$ cat src/rtl/cpu_pkg.sv
// Shared CPU definitions used by the EX-stage multi-cycle M-extension sequencer.
package cpu_pkg;

    localparam int XLEN = 32;

    localparam logic [2:0] OPM_MUL = 3'd5;
    localparam logic [2:0] OPM_DIV = 3'd6;
    localparam logic [2:0] OPM_REM = 3'd7;

    typedef enum logic [1:0] {
        ST_IDLE = 2'd0,
        ST_CALC = 2'd1,
        ST_DONE = 2'd2
    } muldiv_state_t;

    function automatic logic is_muldiv_op(input logic [2:0] op_mode);
        return (op_mode == OPM_MUL) || (op_mode == OPM_DIV) || (op_mode == OPM_REM);
    endfunction

    function automatic logic is_div_op(input logic [2:0] op_mode);
        return (op_mode == OPM_DIV) || (op_mode == OPM_REM);
    endfunction

endpackage

$ cat src/rtl/muldiv_core.sv
// Iterative shift-add multiplier / restoring divider datapath, one step per enabled edge.
// Operates on unsigned operands; the sequencer handles signs and termination.
module muldiv_core #(
    parameter int XLEN = 32
) (
    input  logic            clk,
    input  logic            rst,
    input  logic            load,
    input  logic            step,
    input  logic [2:0]      op,
    input  logic [XLEN-1:0] a_in,
    input  logic [XLEN-1:0] b_in,
    output logic [XLEN-1:0] result
);
    import cpu_pkg::*;

    // a_reg: multiplicand / dividend-then-quotient; b_reg: multiplier / divisor; acc: product / remainder
    logic [XLEN-1:0] a_reg;
    logic [XLEN-1:0] b_reg;
    logic [XLEN-1:0] acc;

    logic [XLEN-1:0] prod_next;
    logic [XLEN-1:0] rem_shift;
    logic            rem_ge;
    logic [XLEN-1:0] rem_next;
    logic [XLEN-1:0] quo_next;

    // The remainder stays below the divisor (at most 2**(XLEN-1)), so the shifted remainder fits XLEN bits.
    always_comb begin
        prod_next = b_reg[0] ? (acc + a_reg) : acc;
        rem_shift = {acc[XLEN-2:0], a_reg[XLEN-1]};
        rem_ge    = (rem_shift >= b_reg);
        rem_next  = rem_ge ? (rem_shift - b_reg) : rem_shift;
        quo_next  = {a_reg[XLEN-2:0], rem_ge};
    end

    always_comb begin
        result = quo_next;
        if (op == OPM_MUL) begin
            result = prod_next;
        end else if (op == OPM_REM) begin
            result = rem_next;
        end
    end

    always_ff @(posedge clk) begin
        if (rst) begin
            a_reg <= '0;
            b_reg <= '0;
            acc   <= '0;
        end else if (load) begin
            a_reg <= a_in;
            b_reg <= b_in;
            acc   <= '0;
        end else if (step) begin
            if (op == OPM_MUL) begin
                acc   <= prod_next;
                a_reg <= {a_reg[XLEN-2:0], 1'b0};
                b_reg <= {1'b0, b_reg[XLEN-1:1]};
            end else begin
                acc   <= rem_next;
                a_reg <= quo_next;
            end
        end
    end

endmodule

$ cat src/rtl/muldiv_seq_ctrl.sv
// EX-stage sequencer for MUL/DIV/REM: stalls the pipeline while the shared iterative
// core runs, then presents a registered result with a one-cycle write-back strobe.
module muldiv_seq_ctrl #(
    parameter int XLEN  = 32,
    parameter int CNT_W = 6
) (
    input  logic            i_clk,
    input  logic            i_rst,
    input  logic            i_valid,
    input  logic [2:0]      i_op_mode,
    input  logic [XLEN-1:0] i_rs1_data,
    input  logic [XLEN-1:0] i_rs2_data,
    input  logic [4:0]      i_rd,
    input  logic            i_flush,
    output logic            o_stall,
    output logic            o_done,
    output logic [XLEN-1:0] o_result,
    output logic [4:0]      o_rd
);
    import cpu_pkg::*;

    localparam logic [CNT_W-1:0] LAST_ITER = CNT_W'(XLEN - 1);

    muldiv_state_t   state;
    logic [CNT_W-1:0] counter;
    logic [2:0]       op_reg;
    logic [4:0]       rd_reg;
    logic             neg_quo;
    logic             neg_rem;

    logic             accept;
    logic             in_is_div;
    logic             b_zero;
    logic             a_neg;
    logic             b_neg;
    logic [XLEN-1:0]  a_operand;
    logic [XLEN-1:0]  b_operand;
    logic             core_step;
    logic [XLEN-1:0]  core_result;
    logic             fix_neg;
    logic [XLEN-1:0]  fixed_result;

    // Division runs on magnitudes; MUL uses raw operands since the low product bits are sign-agnostic.
    always_comb begin
        in_is_div = is_div_op(i_op_mode);
        accept    = (state == ST_IDLE) && i_valid && is_muldiv_op(i_op_mode) && !i_flush;
        b_zero    = (i_rs2_data == '0);
        a_neg     = i_rs1_data[XLEN-1];
        b_neg     = i_rs2_data[XLEN-1];
        a_operand = (in_is_div && a_neg) ? (~i_rs1_data + 1'b1) : i_rs1_data;
        b_operand = (in_is_div && b_neg) ? (~i_rs2_data + 1'b1) : i_rs2_data;
        core_step = (state == ST_CALC) && !i_flush;
    end

    always_comb begin
        fix_neg = 1'b0;
        if (op_reg == OPM_DIV) begin
            fix_neg = neg_quo;
        end else if (op_reg == OPM_REM) begin
            fix_neg = neg_rem;
        end
        fixed_result = fix_neg ? (~core_result + 1'b1) : core_result;
    end

    assign o_stall = accept || (state == ST_CALC);
    assign o_done  = (state == ST_DONE) && !i_flush;

    muldiv_core #(
        .XLEN (XLEN)
    ) u_core (
        .clk    (i_clk),
        .rst    (i_rst),
        .load   (accept),
        .step   (core_step),
        .op     (op_reg),
        .a_in   (a_operand),
        .b_in   (b_operand),
        .result (core_result)
    );

    // Divide-by-zero skips iteration entirely; the final CALC step's result is captured on the edge into DONE.
    always_ff @(posedge i_clk) begin
        if (i_rst) begin
            state    <= ST_IDLE;
            counter  <= '0;
            op_reg   <= '0;
            rd_reg   <= '0;
            neg_quo  <= 1'b0;
            neg_rem  <= 1'b0;
            o_result <= '0;
            o_rd     <= '0;
        end else begin
            case (state)
                ST_IDLE: begin
                    if (accept) begin
                        op_reg  <= i_op_mode;
                        rd_reg  <= i_rd;
                        counter <= '0;
                        neg_quo <= in_is_div && (a_neg ^ b_neg);
                        neg_rem <= in_is_div && a_neg;
                        if (in_is_div && b_zero) begin
                            state    <= ST_DONE;
                            o_result <= (i_op_mode == OPM_REM) ? i_rs1_data : '1;
                            o_rd     <= i_rd;
                        end else begin
                            state <= ST_CALC;
                        end
                    end
                end
                ST_CALC: begin
                    if (i_flush) begin
                        state <= ST_IDLE;
                    end else begin
                        counter <= counter + CNT_W'(1);
                        if (counter == LAST_ITER) begin
                            state    <= ST_DONE;
                            o_result <= fixed_result;
                            o_rd     <= rd_reg;
                        end
                    end
                end
                ST_DONE: begin
                    state <= ST_IDLE;
                end
                default: begin
                    state <= ST_IDLE;
                end
            endcase
        end
    end

endmodule

$ cat config.mk
export PLATFORM = sky130hd
export DESIGN_NAME = muldiv_seq_ctrl
export DESIGN_NICKNAME = d
export VERILOG_FILES = /design/src/rtl/cpu_pkg.sv /design/src/rtl/muldiv_core.sv /design/src/rtl/muldiv_seq_ctrl.sv
export SDC_FILE = /design/constraint.sdc
export NUM_CORES = 1
export LEC_CHECK = 0
export CORE_MARGIN = 2
export CORE_UTILIZATION = 60
export DETAILED_ROUTE_END_ITERATION = 6
export GPL_TIMING_DRIVEN = 0
export PLACE_DENSITY = 0.82
export SLEW_MARGIN = 40
export SYNTH_ARGS = -nofsm -noshare
export SYNTH_HDL_FRONTEND = slang
export SYNTH_SLANG_ARGS = --single-unit
export TNS_END_PERCENT = 20
$ cat constraint.sdc
create_clock -name i_clk -period 5.2 [get_ports i_clk]
set_input_delay 1.3 -clock i_clk [delete_from_list [all_inputs] [get_ports i_clk]]
set_output_delay 1.3 -clock i_clk [all_outputs]
set_load 0.01 [all_outputs]
==> impl_results.md, run 1 <==
* Outcome: finished with violations
* Failing checks: design-rule violations, negative setup slack
* Met1 Use GR at roughly 60%
* Post-synth net total at 2,114
* Synth top area cells: dfxtp_1 22%, a21oi_1 7.3%, nand2_1 6.9%
* Fin Hold WS at ~0.44 ns
* Initial antenna violation count at 1
* Drt initial violations at 2,979
* Final instance area at 16,080 µm²
* I/O pins at 115
* Clk Latency, worst-skew pair at 0.46 ns
* Post-DP HPWL at 45.48 mm
* Synth top area share at 21.79%
* Core area at roughly 23,000 µm²
* Startpoint Class: flip-flop
* First-pass GRT wire length at 87.26 mm
* Crit path kind: flip-flop to flip-flop
* Layer with the highest usage: met2
* Post-route DRC at 27
* CP Max Fanout at 10
* Worst setup margin at -0.01641 ns
* Period utilization at 100.3%
* Synth Cell Area at 13,880 µm²
* Arrival time worst endpoint at 5.55 ns
* Global route overflow at 0
* # setup viols final at 1
* Yosys top cell by area: dfxtp_1
* Power, Total at 0.004028 W
* Mean Syn Cell Area at a little over 7 µm²
* Fin nets at 2,250
* Per-cell routed wire length at 24.36 µm
* H-tree depth reported by CTS at 4
* Leak at 5.898 nW
* Tmin final at 5.216 ns
* RSZ-0062 raised after global routing: no
* FF+latch count, synth at 151
* Min-delay worst type: flip-flop to flip-flop
* Asr flop ratio synth at 0%
* Die width at roughly 160 µm
* DRT antenna net count at 0
* Total track usage at 46.81%
* Yosys Warn Count at 0
* Max_slew headroom at 37.39%
* Number of global-route vias before repair at about 15,000
* Via count at 17,080
* PortBufs at approximately 110
* Peak VDD IR at 0.2490 mV
* CTS Buf Count at 17
* Cts-stage hold buffer count at 0
* Die height at 156.1 µm
* Sequential area share after synthesis at 21.79%
* Total wire length at 58.55 mm
* Critical Path End Type: flip-flop
* Clock slew at reported path FFs at 0.08 ns
* Max Cap Viol at 0
* Gpl congestion at 1.088
* Row count at 55
* Largest net degree at the start of global routing at 20
* Die area at 24,360 µm²
* Required time of the critical path at 5.53 ns
* Slew Viols, Final at 0
* Utilization after layout at 71.00%
* Mapped Cells at 1,969
* Slew @ Worst Pin at 0.9391 ns
* Post-synth EDFFs at 0
* Count of cell types in the netlist at 90
* Layout cells sized above 1 at about 4.6%
* Setup TNS Final at -0.01641 ns
* CTS sink cnt at 151
* Met2 GRT Util at 70.38%
* Placed inst area at around 15,000 µm²
* Initial core utilization at 61.29%
* Area grow syn2layout at 15.85%
* CTS tree: yes
* Vias per cell at just over 7
* Clock Tree Buf Depth at 2
* M3 GR Usage at 14.33%
* Skew final at 0.02014 ns
* Final Hold Fails at 0
* Peak Freq at ~0.19 GHz
* Clk root buf: clkbuf_16
* Top_reg_cell synth: dfxtp_1
* Cell Pwr Density at 250.6 nW/µm²
* DRT Pass-1 Iters at 7
==> cells in the final DEF, fill, tap and decap left out, types with 17 or more instances in the layout <==
| cell | count |
|---|---|
| clkbuf_16 | 17 |
| ha_1 | 67 |
| a21oi_1 | 203 |
| a311oi_1 | 39 |
| xor2_1 | 70 |
| a221oi_1 | 23 |
| a21o_1 | 18 |
| clkdlybuf4s50_1 | 114 |
| a22oi_1 | 17 |
| o211ai_1 | 22 |
| nor2_1 | 237 |
| o21ai_0 | 119 |
| xnor2_1 | 66 |
| nand2_1 | 255 |
| a211oi_1 | 53 |
| nand4_1 | 30 |
| dfxtp_1 | 151 |
| o221ai_1 | 17 |
| nor3_1 | 36 |
| inv_1 | 58 |
| and3_1 | 27 |
| clkbuf_1 | 106 |
| o21a_1 | 18 |
| mux2i_1 | 20 |
| nand3_1 | 28 |
| a31oi_1 | 18 |
==> where the power goes <==
group          internal, W  leakage, nW  total, W  switching, W
logic             0.000504         4.38   0.00147      0.000965
registers          0.00118         1.22   0.00123     0.0000513
clock network     0.000658        0.299   0.00133      0.000668
==> area by class of cell <==
| type | count | area [µm²] |
|---|---|---|
| multi-input cells | 1622 | 10150 |
| fillers | 1850 | 6565 |
| flip-flops and latches | 151 | 3023 |
| repair buffers | 117 | 1164 |
| plain buffers | 138 | 550.5 |
| clock buffers | 17 | 425.4 |
| well taps | 285 | 356.6 |
| inverters | 58 | 217.7 |
| clock inverters | 15 | 188.9 |
| diodes | 1 | 2.502 |
==> stage by stage <==
step           std cells  setup WS, ns
3_5_place_dp        2368       -0.4861
5_1_grt             2403       0.02541
2_1_floorplan       1969        0.7093
3_3_place_gp        2368       -0.3607
4_1_cts             2400        0.1033
6_report            2404      -0.01641
==> critical path, cell delays in order (launching register included) <==
cell and delay (ns):
dfxtp_1 0.53, ha_1 0.35, fa_1 0.41, nand2b_1 0.26, a21oi_1 0.17, o211ai_1 0.14
a31o_2 0.29, nand2_2 0.23, buf_2 0.41, o32ai_1 0.24, a221oi_1 0.49, nand2_1 0.24
nor4_4 0.60, nand3_1 0.23, nand4_1 0.14, or3b_1 0.36
==> cells by family (layout without fill, tap and decap cells) <==
logic type	count (synthesis)	in the layout	share of synthesized area, %
muxes	25	25	1.848
DFF	151	151	21.79
and+or+nand+nor	726	726	24.16
adders and majority gates	69	69	6.330
buffers and inverters	196	345	5.491
xor gates and xnor gates	136	136	8.584
AOI/OAI and AO/OA	666	666	31.80
other	0	1	0
==> Yosys cell counts, types with 5 or more instances <==
cell and count:
nor3b_1 6, and4_1 6, nor2_1 239, dfxtp_1 151, a21oi_1 203, o22ai_1 6, o211a_1 10, and2_1 15
a311oi_1 39, a41oi_1 5, o21ai_0 121, o21ai_1 6, mux2i_1 20, a221oi_1 23, nor4_1 11, or3_1 11
o31a_1 5, nor2b_1 9, nor3_1 39, ha_1 67, o31ai_1 12, o41ai_1 5, inv_1 58, and3_1 27
or4_1 7, nand4_1 30, mux2_2 5, clkbuf_1 110, o211ai_1 22, nand2_1 255, a211oi_1 54, nand3_1 28
xnor2_1 66, o21a_1 18, buf_2 15, a22oi_1 17, xor2_1 70, nand2b_1 16, a21o_1 18, o21bai_1 6
buf_1 12, o221ai_1 17, a31oi_1 18
==> worst paths after layout <==
check | slack, ns | from | endpoint | cells past startpoint
max | -0.02 | u_core.b_reg[0] | o_result[28] | 15
min | 0.44 | o_result[14] | o_result[14] | 2
max reg2reg | -0.02 | u_core.b_reg[0] | o_result[28] | 15
min reg2reg | 0.44 | o_result[14] | o_result[14] | 2
==> routing by layer <==
metal  up-vias  share of wire (%)
li1       7516                  -
met5         -                  0
met2      1398                 42
met4         0                7.5
met1      7824                 36
met3       344                 14
==> what timing repair did <==
item                                    in CTS  in global routing
pin swaps                                    0                  3
setup buffers                                0                  3
endpoints found under the setup margin       8                 39
resized for setup                            3                 13
Note: power is estimated with default switching activity, not from simulation.
==> run 2: changes to the inputs <==
--- a/config.mk
+++ b/config.mk
@@ -9,7 +9,7 @@
 export CORE_UTILIZATION = 60
 export DETAILED_ROUTE_END_ITERATION = 6
 export GPL_TIMING_DRIVEN = 0
-export PLACE_DENSITY = 0.82
+export PLACE_DENSITY_LB_ADDON = 0.2
 export SLEW_MARGIN = 40
 export SYNTH_ARGS = -nofsm -noshare
 export SYNTH_HDL_FRONTEND = slang
==> run 2 against run 1 <==
  * The flow still finishes with violations (design-rule violations, negative setup slack)
  * Worst hold slack better by 0.0050 ns
  * Maximum frequency fell by 0.61%
  * Global-route usage shrank 0.29 points
  * Clock skew rose by 0.0034 ns
  * Core utilization is 0.083 points lower
  * Largest power group unchanged
  * Highest routed layer unchanged
==> impl_results.md, run 2 (same netlist as run 1, synthesis figures left out) <==
* Period utilization at 100.9% (was 100.3%)
* DRT Pass-1 Iters at 7 (unchanged)
* Drt initial violations at 2,911 (was 2,979)
* Clock Tree Buf Depth at 2 (unchanged)
* Tmin final at 5.248 ns (was 5.216 ns)
* Slowest-stage cell, CP: nor4b_2 (was nor4_4)
* Layout cells sized above 1 at 4.350% (was 4.627%)
* Largest net degree at the start of global routing at 19 (was 20)
* Total track usage at 46.52% (was 46.81%)
* Peak Freq at 0.1905 GHz (was 0.1917 GHz)
* Peak VDD IR at 0.2012 mV (was 0.2490 mV)
* Core area at 22,640 µm² (unchanged)
* NetSw at 0.001673 W (was 0.001684 W)
* Clk Latency, worst-skew pair at 0.45 ns (was 0.46 ns)
* Vias per cell at 7.036 (was 7.106)
* Reg2Reg Launch Point: u_core.a_reg[7] (was u_core.b_reg[0])
* Die height at 156.1 µm (unchanged)
* Hold EP: o_result[14] (unchanged)
* Reg-to-reg endpoint: o_result[31] (was o_result[28])
* Post-route DRC at 1 (was 27)
* CTS sink cnt at 151 (unchanged)
* H-tree depth reported by CTS at 4 (unchanged)
* Reg area at 3023 µm² (unchanged)
* Min-delay worst type: flip-flop to flip-flop (unchanged)
* # setup viols final at 2 (was 1)
* Fin nets at 2,247 (was 2,250)
* Crit path kind: flip-flop to flip-flop (unchanged)
* Hold Path Depth at 2 (unchanged)
* Commonest cells after routing, fill and taps aside: 255 x nand2_1, 237 x nor2_1, 203 x a21oi_1 (unchanged)
* Beginning of the worst hold path: o_result[14] (unchanged)
* PortBufs at 114 (unchanged)
* Slew @ Worst Pin at 0.9914 ns (was 0.9391 ns)
* Power, Total at 0.004007 W (was 0.004028 W)
* Crit-path most repeated cell: o211a_1
* Gpl congestion at 1.097 (was 1.088)
* CTS tree: yes (unchanged)
* Clock share of power at 32.3% (was 32.9%)
* Int Pwr at 0.002334 W (was 0.002345 W)
* Row count at 55 (unchanged)
* Cts-stage hold buffer count at 0 (unchanged)
* Worst setup margin at -0.04844 ns (was -0.01641 ns)
* Initial core utilization at 61.29% (unchanged)
* Total wire length at 57.91 mm (was 58.55 mm)
* Max_slew headroom at 33.74% (was 37.39%)
* Max Cap Viol at 0 (unchanged)
* Critical Path End Type: flip-flop (unchanged)
* Clock slew at reported path FFs at 0.07 ns (was 0.08 ns)
* Sequential Power Share at 30.8% (was 30.6%)
* Postcts setup bufs at 0 (unchanged)
* Most common cell after layout, fill and taps aside: nand2_1 (unchanged)
* Die area at 24,360 µm² (unchanged)
* Fill cells at 1,927 (was 1,850)
* Fin Hold WS at 0.4448 ns (was 0.4398 ns)
* Die width at 156.1 µm (unchanged)
* Internal reg-to-reg setup slack at -0.05 ns (was -0.02 ns)
* Logic pwr share at 36.9% (was 36.5%)
* Initial antenna violation count at 2 (was 1)
* Arrival time worst endpoint at 5.58 ns (was 5.55 ns)
* Per-cell routed wire length at 24.12 µm (was 24.36 µm)
* Final Hold Fails at 0 (unchanged)
* Outcome: finished with violations (unchanged)
* Number of global-route vias before repair at 15,270 (was 15,410)
* Leak at 5.874 nW (was 5.898 nW)
* R2R depth at 14 (was 15)
* Area grow syn2layout at 15.72% (was 15.85%)
* Sw frac at 41.75% (was 41.80%)
* Crit path largest cell delay at 0.65 ns (was 0.60 ns)
* CTS Buf Count at 17 (unchanged)
* Via count at 16,890 (was 17,080)
* Global route overflow at 0 (unchanged)
* Skew final at 0.02356 ns (was 0.02014 ns)
* First-pass GRT wire length at 87.36 mm (was 87.26 mm)
* Critical-path cell list: ha_1 > clkbuf_1 > and3_1 > o211a_1 > nor4_1 > nor4b_2 > o21ai_0 > nor3_2 > o211a_1 > nand4_1 > nor3_4 > a41oi_1 > xnor2_1 > a221oi_1 (was ha_1 > fa_1 > nand2b_1 > a21oi_1 > o211ai_1 > a31o_2 > nand2_2 > buf_2 > o32ai_1 > a221oi_1 > nand2_1 > nor4_4 > nand3_1 > nand4_1 > or3b_1)
* Cell Pwr Density at 249.5 nW/µm² (was 250.6 nW/µm²)
* Slew Viols, Final at 0 (unchanged)
* I/O pins at 115 (unchanged)
* Multi-input logic area at 10,160 µm² (was 10,150 µm²)
* Post-DP HPWL at 44.92 mm (was 45.48 mm)
* Post-place setup slack at -0.5011 ns (was -0.4861 ns)
* DRT antenna net count at 0 (unchanged)
* Failing checks: design-rule violations, negative setup slack (unchanged)
* Required time of the critical path at 5.53 ns (about the same)
* Clk root buf: clkbuf_16 (unchanged)
* Startpoint Class: flip-flop (unchanged)
* CP Max Fanout at 7 (was 10)
## run 2: cell count changes in the layout (fill, tap and decap cells not counted), moves of 2 or more
cell      change
buf_4         -3
clkbuf_2      -2
nor3_2        -3
nor3_4        +2
## run 2: worst max path at each step
| stage | start | to | slack [ns] | cells past startpoint |
|---|---|---|---|---|
| final | u_core.a_reg[7] | o_result[31] | -0.05 | 14 |
| after global routing | u_core.a_reg[7] | o_result[19] | -0.09 | 14 |
| after CTS | i_op_mode[0] | o_stall | 0.04 | 8 |
| after detailed placement | i_rs2_data[6] | o_result[4] | -0.50 | 13 |
| after global placement | i_rs2_data[6] | o_rd[1] | -0.40 | 13 |
| after floorplan | i_rs2_data[6] | o_result[28] | 0.71 | 11 |
## run 2: layout make-up
| cell class | instances | area share (%) |
|---|---|---|
| multi-input combinational | 1622 | 63.31 |
| sequential | 151 | 18.83 |
| timing repair buffer | 114 | 7.107 |
| buffer | 138 | 3.413 |
| clock buffer | 17 | 2.649 |
| tap | 285 | 2.221 |
| inverter | 58 | 1.356 |
| clock inverter | 15 | 1.107 |
| antenna | 1 | 0.01558 |
## run 2: routing by layer
layer  vias to the layer above  GRT usage (%)  share of wire, %
met5                         -              0                 0
met4                         0          26.82               7.5
met3                       337          14.03                14
met2                      1328          69.49                41
met1                      7721          59.46                38
li1                       7508              -                 -
## run 2: power by group through the flow
stage	Combinational [W]	Sequential, W	Clock (W)
6_report	0.00148	0.00123	0.00129
3_5_place_dp	0.00136	0.00125	0
2_1_floorplan	0.000910	0.00123	0
4_1_cts	0.00137	0.00123	0.00127
3_3_place_gp	0.00134	0.00125	0
5_1_grt	0.00155	0.00123	0.00132
## run 2: what timing repair did
item,CTS,global route
endpoints found under the setup margin,20,32
gates resized for setup,3,12
pin swaps,0,2
## run 2: worst max-delay path, delay by kind of cell (launching register included)
family / cells / cell delay (ns)
adders and majority gates: 1 / 0.35
buffers and inverters: 1 / 0.36
xor gates and xnor gates: 1 / 0.20
and+or+nand+nor: 6 / 2.33
AOI/OAI and AO/OA: 5 / 1.43
DFF: 1 / 0.47
## run 2: metrics by stage
| stage | std cells | setup TNS [ns] | utilization (%) | area [µm²] |
|---|---|---|---|---|
| 2_1_floorplan | 1969 | 0 | - | 13880 |
| 3_3_place_gp | 2368 | -10.54 | 67.90 | 15370 |
| 3_5_place_dp | 2368 | -13.41 | 67.94 | 15380 |
| 4_1_cts | 2400 | 0 | 70.67 | 16000 |
| 5_1_grt | 2400 | -0.1601 | 70.91 | 16050 |
| 6_report | 2401 | -0.06414 | 70.92 | 16060 |
